==> config.mk <==
export PLATFORM = sky130hd
export DESIGN_NAME = rr_arb8
export DESIGN_NICKNAME = d
export VERILOG_FILES = /design/src/rtl/rr_arb_pkg.sv /design/src/rtl/rr_arb8_pri_enc8.sv /design/src/rtl/rr_arb8.sv
export SDC_FILE = /design/constraint.sdc
export NUM_CORES = 1
export LEC_CHECK = 0
export CORE_AREA = 2 2 62 64
export CTS_CLUSTER_DIAMETER = 50
export DETAILED_ROUTE_END_ITERATION = 6
export DIE_AREA = 0 0 64 66
export PLACE_DENSITY_LB_ADDON = 0.25
export RECOVER_POWER = 50
export SKIP_CTS_REPAIR_TIMING = 1
export SYNTH_ARGS = -nofsm -noshare
export SYNTH_HDL_FRONTEND = slang
export SYNTH_HIERARCHICAL = 1
export SYNTH_SLANG_ARGS = --single-unit
==> constraint.sdc <==
create_clock -name clock -period 3.7 [get_ports clock]
set_input_delay 0.74 -clock clock [delete_from_list [all_inputs] [get_ports clock]]
set_output_delay 0.74 -clock clock [all_outputs]
set_load 0.02 [all_outputs]
==> src/rtl/rr_arb_pkg.sv <==
// Shared types and rotate helpers for the 8-way round-robin arbiter.
// Rotation lets a fixed-priority encoder act as a pointer-based search.
package rr_arb_pkg;

   localparam int NUM_REQ = 8;
   localparam int IDX_W   = 3;

   typedef enum logic {
      IDLE  = 1'b0,
      GRANT = 1'b1
   } state_t;

   // Rotate right: bit 'sh' of v lands on bit 0.
   function automatic logic [NUM_REQ-1:0] rotr8(input logic [NUM_REQ-1:0] v,
                                                input logic [IDX_W-1:0]   sh);
      logic [2*NUM_REQ-1:0] w;
      w = {v, v} >> sh;
      return w[NUM_REQ-1:0];
   endfunction

   function automatic logic [NUM_REQ-1:0] rotl8(input logic [NUM_REQ-1:0] v,
                                                input logic [IDX_W-1:0]   sh);
      logic [2*NUM_REQ-1:0] w;
      w = {v, v} << sh;
      return w[2*NUM_REQ-1:NUM_REQ];
   endfunction

endpackage

==> src/rtl/rr_arb8_pri_enc8.sv <==
// Combinational fixed-priority encoder, lowest set bit wins.
// Yields one-hot, binary index and an any-valid flag.
import rr_arb_pkg::*;

module pri_enc8 (
   input  logic [NUM_REQ-1:0] i_vec,
   output logic [NUM_REQ-1:0] o_onehot,
   output logic [IDX_W-1:0]   o_idx,
   output logic               o_valid
);

   always_comb begin
      o_onehot = '0;
      o_idx    = '0;
      o_valid  = 1'b0;
      // Walk downward so the lowest set bit is the last (winning) write.
      for (int i = NUM_REQ - 1; i >= 0; i--) begin
         if (i_vec[i]) begin
            o_onehot    = '0;
            o_onehot[i] = 1'b1;
            o_idx       = IDX_W'(i);
            o_valid     = 1'b1;
         end
      end
   end

endmodule

==> src/rtl/rr_arb8.sv <==
// 8-requester round-robin arbiter with a per-owner hold limit and a
// mandatory dead cycle between grants. All outputs come straight from flops.
import rr_arb_pkg::*;

// state | meaning
// IDLE  | no owner; gnt=0; a request with en=1 is granted on the next edge
// GRANT | one owner holds gnt; released by done, req drop or hold limit

module rr_arb8 #(
   parameter int MAX_HOLD = 16
) (
   input  logic               clock,
   input  logic               reset_n,
   input  logic               en,
   input  logic [NUM_REQ-1:0] req,
   input  logic               done,
   output logic [NUM_REQ-1:0] gnt,
   output logic [IDX_W-1:0]   gnt_idx,
   output logic               busy,
   output logic               timeout
);

   localparam int HOLD_W = (MAX_HOLD > 2) ? $clog2(MAX_HOLD) : 1;
   localparam logic [HOLD_W-1:0] HOLD_LAST = HOLD_W'(MAX_HOLD - 1);

   state_t               r_state,   w_state_nxt;
   logic [IDX_W-1:0]     r_ptr,     w_ptr_nxt;
   logic [HOLD_W-1:0]    r_hold,    w_hold_nxt;
   logic [NUM_REQ-1:0]   r_gnt,     w_gnt_nxt;
   logic [IDX_W-1:0]     r_idx,     w_idx_nxt;
   logic                 r_busy,    w_busy_nxt;
   logic                 r_timeout, w_timeout_nxt;

   logic [NUM_REQ-1:0]   w_req_rot;
   logic [NUM_REQ-1:0]   w_enc_onehot;
   logic [IDX_W-1:0]     w_enc_idx;
   logic                 w_enc_valid;
   logic [NUM_REQ-1:0]   w_sel_onehot;
   logic [IDX_W-1:0]     w_sel_idx;

   logic                 w_rel_done;
   logic                 w_rel_drop;
   logic                 w_rel_hold;

   assign w_req_rot = rotr8(req, r_ptr);

   pri_enc8 u_pri_enc8 (
      .i_vec    (w_req_rot),
      .o_onehot (w_enc_onehot),
      .o_idx    (w_enc_idx),
      .o_valid  (w_enc_valid)
   );

   assign w_sel_onehot = rotl8(w_enc_onehot, r_ptr);
   assign w_sel_idx    = w_enc_idx + r_ptr;

   assign w_rel_done = done;
   assign w_rel_drop = ~req[r_idx];
   assign w_rel_hold = (r_hold == HOLD_LAST);

   always_ff @(posedge clock or negedge reset_n) begin
      if (!reset_n) begin
         r_state   <= IDLE;
         r_ptr     <= '0;
         r_hold    <= '0;
         r_gnt     <= '0;
         r_idx     <= '0;
         r_busy    <= 1'b0;
         r_timeout <= 1'b0;
      end else begin
         r_state   <= w_state_nxt;
         r_ptr     <= w_ptr_nxt;
         r_hold    <= w_hold_nxt;
         r_gnt     <= w_gnt_nxt;
         r_idx     <= w_idx_nxt;
         r_busy    <= w_busy_nxt;
         r_timeout <= w_timeout_nxt;
      end
   end

   always_comb begin
      w_state_nxt   = r_state;
      w_ptr_nxt     = r_ptr;
      w_hold_nxt    = r_hold;
      w_gnt_nxt     = r_gnt;
      w_idx_nxt     = r_idx;
      w_busy_nxt    = r_busy;
      w_timeout_nxt = 1'b0;

      unique case (r_state)
         IDLE: begin
            w_gnt_nxt  = '0;
            w_busy_nxt = 1'b0;
            if (en && w_enc_valid) begin
               w_state_nxt = GRANT;
               w_gnt_nxt   = w_sel_onehot;
               w_idx_nxt   = w_sel_idx;
               w_busy_nxt  = 1'b1;
               w_hold_nxt  = '0;
            end
         end
         GRANT: begin
            if (w_rel_done || w_rel_drop || w_rel_hold) begin
               w_state_nxt   = IDLE;
               w_gnt_nxt     = '0;
               w_busy_nxt    = 1'b0;
               w_hold_nxt    = '0;
               w_ptr_nxt     = r_idx + IDX_W'(1);
               // Timeout flags only a release the owner did not ask for.
               w_timeout_nxt = w_rel_hold & ~w_rel_done & ~w_rel_drop;
            end else begin
               w_hold_nxt = r_hold + HOLD_W'(1);
            end
         end
         default: begin
            w_state_nxt = IDLE;
            w_gnt_nxt   = '0;
            w_busy_nxt  = 1'b0;
         end
      endcase
   end

   assign gnt     = r_gnt;
   assign gnt_idx = r_idx;
   assign busy    = r_busy;
   assign timeout = r_timeout;

endmodule

==> qor.csv, run 1 <==
stage,metric,value,unit
layout,final_layout_size_suffix_gt1_frac,0.248,
clocking,cts_tree,done,
clocking,cts_max_level,1,
routing,vias_per_cell,6.08,
clocking,cts_buffers,3,
min_path,hold_path.class,register to register,
timing,hold_violations,0,
setup_path,cp-end-kind,register,
clocking,cts_root_buffer,clkbuf_4,
floorplanning,start_util,0.489,
synthesis,muxShareOfSynthArea,0.367,
synthesis,syn_nets,156,
synthesis,ys_types,40,
synthesis,synth_top_family_by_area,multiplexers,
global_route,grt_start_max_net_pins,22,
layout,final_cell_mix,"21 x dfrtp_1, 17 x clkdlybuf4s50_1, 16 x mux4_2, 13 x mux2i_1, 11 x mux2_2",
timing,rsz0062_at_grt,false,
timing,fin_crit,3470,ps
layout,layout_commonest_cell,dfrtp_1,
synthesis,ys_ff_latch,21,
setup_path,setup.worst_path.start_class,primary input,
routing,avgRoutedWirePerCell,16.5,um
synthesis,synthAdderAreaFrac,0.0332,
clocking,cts.sinks,21,
clocking,clkLatencyLatePin,300,ps
timing,maxSlewHeadroom,0.390,
global_route,grt.overflow.total,0,
timing,timing.final.crit_share,0.937,
timing,finalSetupViolations,0,
clocking,clk_pin_slew_worst_paths,110,ps
floorplanning,core,3550,um2
synthesis,syn_avg_cell_area,12.4,um2
timing,hold_ws,494,ps
routing,wl,3450,um
layout,nets,178,
layout,diodes,0,
floorplanning,dieArea,4220,um2
timing,fmax,288,MHz
global_route,grt.total_usage,0.184,
power,power_density,854,nW/um2
synthesis,synth_xor_area_frac,0.0202,
routing,vias,1271,
synthesis,netlist_area,1740,um2
routing,drc,0,
global_route,grt_pass1_vias,1306,
setup_path,critPathKind,primary input to register,
power,peakVddDrop,0.000427,V
setup_path,critical_path_peak_fanout,6,
status,status,finished clean,
routing,drtAntennaViolNets,0,
synthesis,ys_warn_count,6,
timing,worst_pin_slew,912,ps
floorplanning,die_w,64,um
floorplanning,dieHeight,66,um
synthesis,syn_inst,140,
timing,final.setup_skew,0.854,ps
routing,drt_iter0_markers,86,
placement,hpwl,2750,um
run,maxCapViolCount,0,
routing,dr.pass1.iters,4,
timing,slew_violations,0,
placement,port_buffers,24,
power,total_leakage_power,0.000818,uW
global_route,antenna_found_initial,0,
floorplanning,rows,22,
layout,area_delta_synth_final,16.6,%
setup_path,crit_required,3900,ps
clocking,clk_path_buf_depth,2,
synthesis,yosysSeqAreaShare,0.303,
synthesis,synthSimpleGateAreaFrac,0.125,
floorplanning,ios,25,
timing,tns,0,ps
synthesis,synth_compound_area_frac,0.110,
setup_path,cp_data_arrival_time,3670,ps
placement,gp_congestion,0.803,
global_route,grt_pass1_wl,6070,um
## report_power, final
part	total (uW)	internal, uW	switching [uW]
Combinational	1140	598	546
Sequential	474	306	169
Clock	110	40.4	69.2
Total	1730	944	784
## stage by stage
stage | util | cell area (um2) | setup WS [ps] | instances | power, uW
2_1_floorplan | - | 1740 | 585 | 140 | 1360
3_3_place_gp | 0.562 | 2000 | 193 | 205 | 1580
3_5_place_dp | 0.562 | 2000 | 14.9 | 205 | 1630
4_1_cts | 0.570 | 2020 | 352 | 209 | 1740
5_1_grt | 0.570 | 2020 | 113 | 209 | 1860
6_report | 0.570 | 2020 | 233 | 209 | 1730
## critical path: stages
cell and delay (ps):
dlygate4sd3_1 600, mux4_2 500, mux2_2 350, nor4b_2 310
nor2_1 80, a21oi_1 200, ha_1 210, fa_1 420
mux2_2 270
## cell families (layout without fill, tap and decap cells)
kind of cell / after synthesis / in the layout
mux: 42 / 42
simple gates: 35 / 35
flops: 21 / 21
xor+xnor: 4 / 4
compound gates: 21 / 21
fa+ha+maj: 4 / 4
buf+inv: 13 / 34
## per-layer routing
| metal | global-route usage | vias up | wire length, um | share of wire |
|---|---|---|---|---|
| met1 | 0.215 | 644 | 1460 | 0.42 |
| met5 | 0 | - | 0 | 0 |
| met2 | 0.354 | 30 | 1850 | 0.53 |
| li1 | - | 593 | - | - |
| met4 | 0.0326 | 0 | 27 | 0.0078 |
| met3 | 0.0307 | 4 | 120 | 0.035 |
## final cells by class
class / instances / area, um2
Sequential cell: 21 / 526
Fill cell: 280 / 1530
Clock buffer: 3 / 22.5
Timing Repair Buffer: 27 / 263
Tap cell: 48 / 60.1
Clock inverter: 1 / 5.00
Multi-Input combinational cell: 106 / 1140
Inverter: 3 / 11.3
## registers in the layout, summed over array words and instances (netlist names)
name and cells:
gnt 8, r_hold 4, gnt_idx 3, r_ptr 3
busy 1, r_state 1, timeout 1
## cell usage after synthesis (all sizes together)
| cell type | number | area share |
|---|---|---|
| and2 | 4 | 0.016 |
| mux4 | 16 | 0.21 |
| inv | 3 | 0.0065 |
| a221oi | 1 | 0.015 |
| and4 | 1 | 0.0050 |
| nor3 | 1 | 0.0029 |
| nand4 | 1 | 0.0036 |
| a21oi | 3 | 0.0086 |
| o21ai | 2 | 0.0058 |
| a31oi | 1 | 0.012 |
| o2bb2ai | 8 | 0.040 |
| nor4 | 2 | 0.016 |
| a22o | 1 | 0.0050 |
| nor2b | 6 | 0.022 |
| and3 | 1 | 0.0036 |
| ha | 3 | 0.022 |
| buf | 8 | 0.032 |
| mux2 | 13 | 0.084 |
| nand2 | 3 | 0.0065 |
| o2111ai | 1 | 0.0050 |
| nor2 | 8 | 0.017 |
| xnor2 | 2 | 0.010 |
| a21boi | 1 | 0.0043 |
| clkbuf | 2 | 0.0043 |
| nor3b | 1 | 0.0043 |
| nor4b | 2 | 0.014 |
| dfrtp | 21 | 0.30 |
| mux2i | 13 | 0.075 |
| o21bai | 1 | 0.0043 |
| a211oi | 1 | 0.0043 |
| nand3 | 5 | 0.014 |
| a22oi | 1 | 0.0043 |
| xor2 | 2 | 0.010 |
| fa | 1 | 0.012 |
## path summary, 6_finish.rpt
kind                                       from                endpoint  slack (ps)  cells past startpoint
setup reg to reg           r_ptr[1]$_DFFE_PN0P_  gnt_idx[2]$_DFFE_PN0P_         400                     10
hold / removal               gnt[3]$_DFFE_PN0P_      gnt[3]$_DFFE_PN0P_         490                      1
setup / recovery                         req[1]  gnt_idx[1]$_DFFE_PN0P_         230                      9
hold reg to reg              gnt[3]$_DFFE_PN0P_      gnt[3]$_DFFE_PN0P_         490                      1
max in group asynchronous               reset_n   r_hold[2]$_DFFE_PN0P_        2150                      1
min in group asynchronous               reset_n      gnt[2]$_DFFE_PN0P_        1000                      1
Power figures use the tool's default switching activity.
==> run 2: changes to the inputs <==
- PLACE_DENSITY_LB_ADDON: 0.25 -> 0.2
==> run 2 against run 1 <==
Worst hold slack improved by 5.4 ps. Sequential power about the same. Clock-buffer cell count unchanged. Register-to-register slack improved by 110 ps. Non-clock buffer count is 1 higher. Sequential share of layout area shrank 0.096 points. Die area unchanged. Setup slack better by 51 ps. Clock skew rose by 10 ps. Power is 0.79% lower. Sequential cell count did not move. Global-route usage is 0.60 points higher.
==> qor.csv, run 2 (synthesized netlist as in run 1, its figures left out) <==
stage,metric,value,unit
layout,multiInputGateArea,1140,um2
clocking,cts_tree,done,
timing,fmax,293,MHz
layout,largest_reg_flops,8,
setup_path,ff2ff_path_depth,10,
layout,layout_commonest_cell,dfrtp_1,
clocking,cts_max_level,1,
timing,maxSlewHeadroom,0.387,
floorplanning,dieArea,4220,um2
timing,hold_ws,499,ps
setup_path,r2r_start,r_ptr[1]$_DFFE_PN0P_,
placement,place_area,2000,um2
global_route,grt_start_max_net_pins,22,
power,finalPower,1710,uW
clocking,clk_pin_slew_worst_paths,120,ps
min_path,hold_path.class,register to register,
layout,diodes,0,
global_route,antenna_found_initial,0,
routing,avgRoutedWirePerCell,16.3,um
timing,fin_crit,3420,ps
global_route,grt_pass1_wl,6340,um
run,maxCapViolCount,0,
placement,gp_congestion,0.774,
routing,drc,0,
status,status,finished clean,
routing,wl,3410,um
timing,rsz0062_at_grt,false,
layout,nFillCells,316,
setup_path,critPathKind,primary input to register,
layout,nets,179,
clocking,cts_buffers,3,
timing,tns,0,ps
layout,register_area,526,um2
layout,design_area,2030,um2
setup_path,critical_path_peak_fanout,6,
timing,worst_pin_slew,916,ps
floorplanning,dieHeight,66,um
timing,timing.final.crit_share,0.923,
clocking,cts_root_buffer,clkbuf_4,
global_route,grt.total_usage,0.190,
routing,dr.pass1.iters,4,
placement,hpwl,2620,um
placement,port_buffers,24,
floorplanning,start_util,0.489,
routing,vias,1268,
timing,hold_violations,0,
routing,drt_iter0_markers,61,
setup_path,cp-endpoint,gnt_idx[1]$_DFFE_PN0P_,
placement,dpl_worst_slack,62.5,ps
floorplanning,ios,25,
global_route,grt.overflow.total,0,
layout,final_cell_mix,"21 x dfrtp_1, 17 x clkdlybuf4s50_1, 16 x mux4_2, 13 x mux2i_1, 11 x mux2_2",
global_route,grt_pass1_vias,1393,
setup_path,r2r_slack,510,ps
setup_path,crit_start,req[1],
setup_path,crit_required,3910,ps
timing,slew_violations,0,
floorplanning,core,3550,um2
clocking,clkLatencyLatePin,310,ps
floorplanning,die_w,64,um
setup_path,setup.worst_path.start_class,primary input,
layout,final_layout_size_suffix_gt1_frac,0.253,
setup_path,cp-end-kind,register,
clocking,clk_path_buf_depth,2,
routing,vias_per_cell,6.04,
clocking,cts.sinks,21,
timing,finalSetupViolations,0,
floorplanning,rows,22,
routing,drtAntennaViolNets,0,
layout,area_delta_synth_final,17.0,%
power,total_leakage_power,0.000821,uW
power,power_density,844,nW/um2
power,peakVddDrop,0.000400,V
timing,worst_slack,284,ps
timing,final.setup_skew,11.3,ps
setup_path,reg2reg_to,gnt_idx[2]$_DFFE_PN0P_,
setup_path,cp_data_arrival_time,3630,ps
[run 2: cell count changes in the layout (fill, tap and decap cells not counted), sizes merged]
cell,change
buf,+1
[run 2: how the worst min path moves through the flow]
stage | endpoint | from | slack [ps] | depth (start not counted)
final | gnt[0]$_DFFE_PN0P_ | gnt[0]$_DFFE_PN0P_ | 500 | 1
after global routing | gnt[4]$_DFFE_PN0P_ | gnt[4]$_DFFE_PN0P_ | 540 | 1
after CTS | gnt[0]$_DFFE_PN0P_ | gnt[0]$_DFFE_PN0P_ | 510 | 1
after detailed placement | gnt[0]$_DFFE_PN0P_ | gnt[0]$_DFFE_PN0P_ | 480 | 1
after global placement | gnt[0]$_DFFE_PN0P_ | gnt[0]$_DFFE_PN0P_ | 470 | 1
after floorplan | busy$_DFFE_PN0P_ | reset_n | 440 | 0
[run 2: critical path, cell delays in order]
cell,delay (ps)
dlygate4sd3_1,610
mux4_2,500
mux2_2,350
nor4b_2,300
nor2_1,70
a21oi_1,190
ha_1,190
fa_1,410
mux2_2,270
[run 2: layout make-up]
| cell class | instances | area share |
|---|---|---|
| timing repair buffer | 28 | 0.133 |
| multi-input combinational | 106 | 0.559 |
| tap | 48 | 0.0296 |
| clock buffer | 3 | 0.0111 |
| clock inverter | 1 | 0.00246 |
| sequential | 21 | 0.259 |
| inverter | 3 | 0.00555 |
[run 2: power by group]
group	switching (uW)	total, uW	leakage (uW)	internal (uW)
Combinational	531	1130	0.000528	597
Sequential	169	474	0.000275	306
Clock	71.7	112	0.0000177	40.4
[run 2: metrics by stage]
stage	std cells	util
2_1_floorplan	140	-
3_3_place_gp	206	0.564
3_5_place_dp	206	0.564
4_1_cts	210	0.572
5_1_grt	210	0.572
6_report	210	0.572
[run 2: per-layer routing]
layer / GRT usage / vias to the layer above / share of wire
met2: 0.352 / 36 / 0.51
met5: 0 / - / 0
met1: 0.228 / 642 / 0.44
met3: 0.0256 / 4 / 0.033
li1: - / 586 / -
met4: 0.0571 / 0 / 0.015
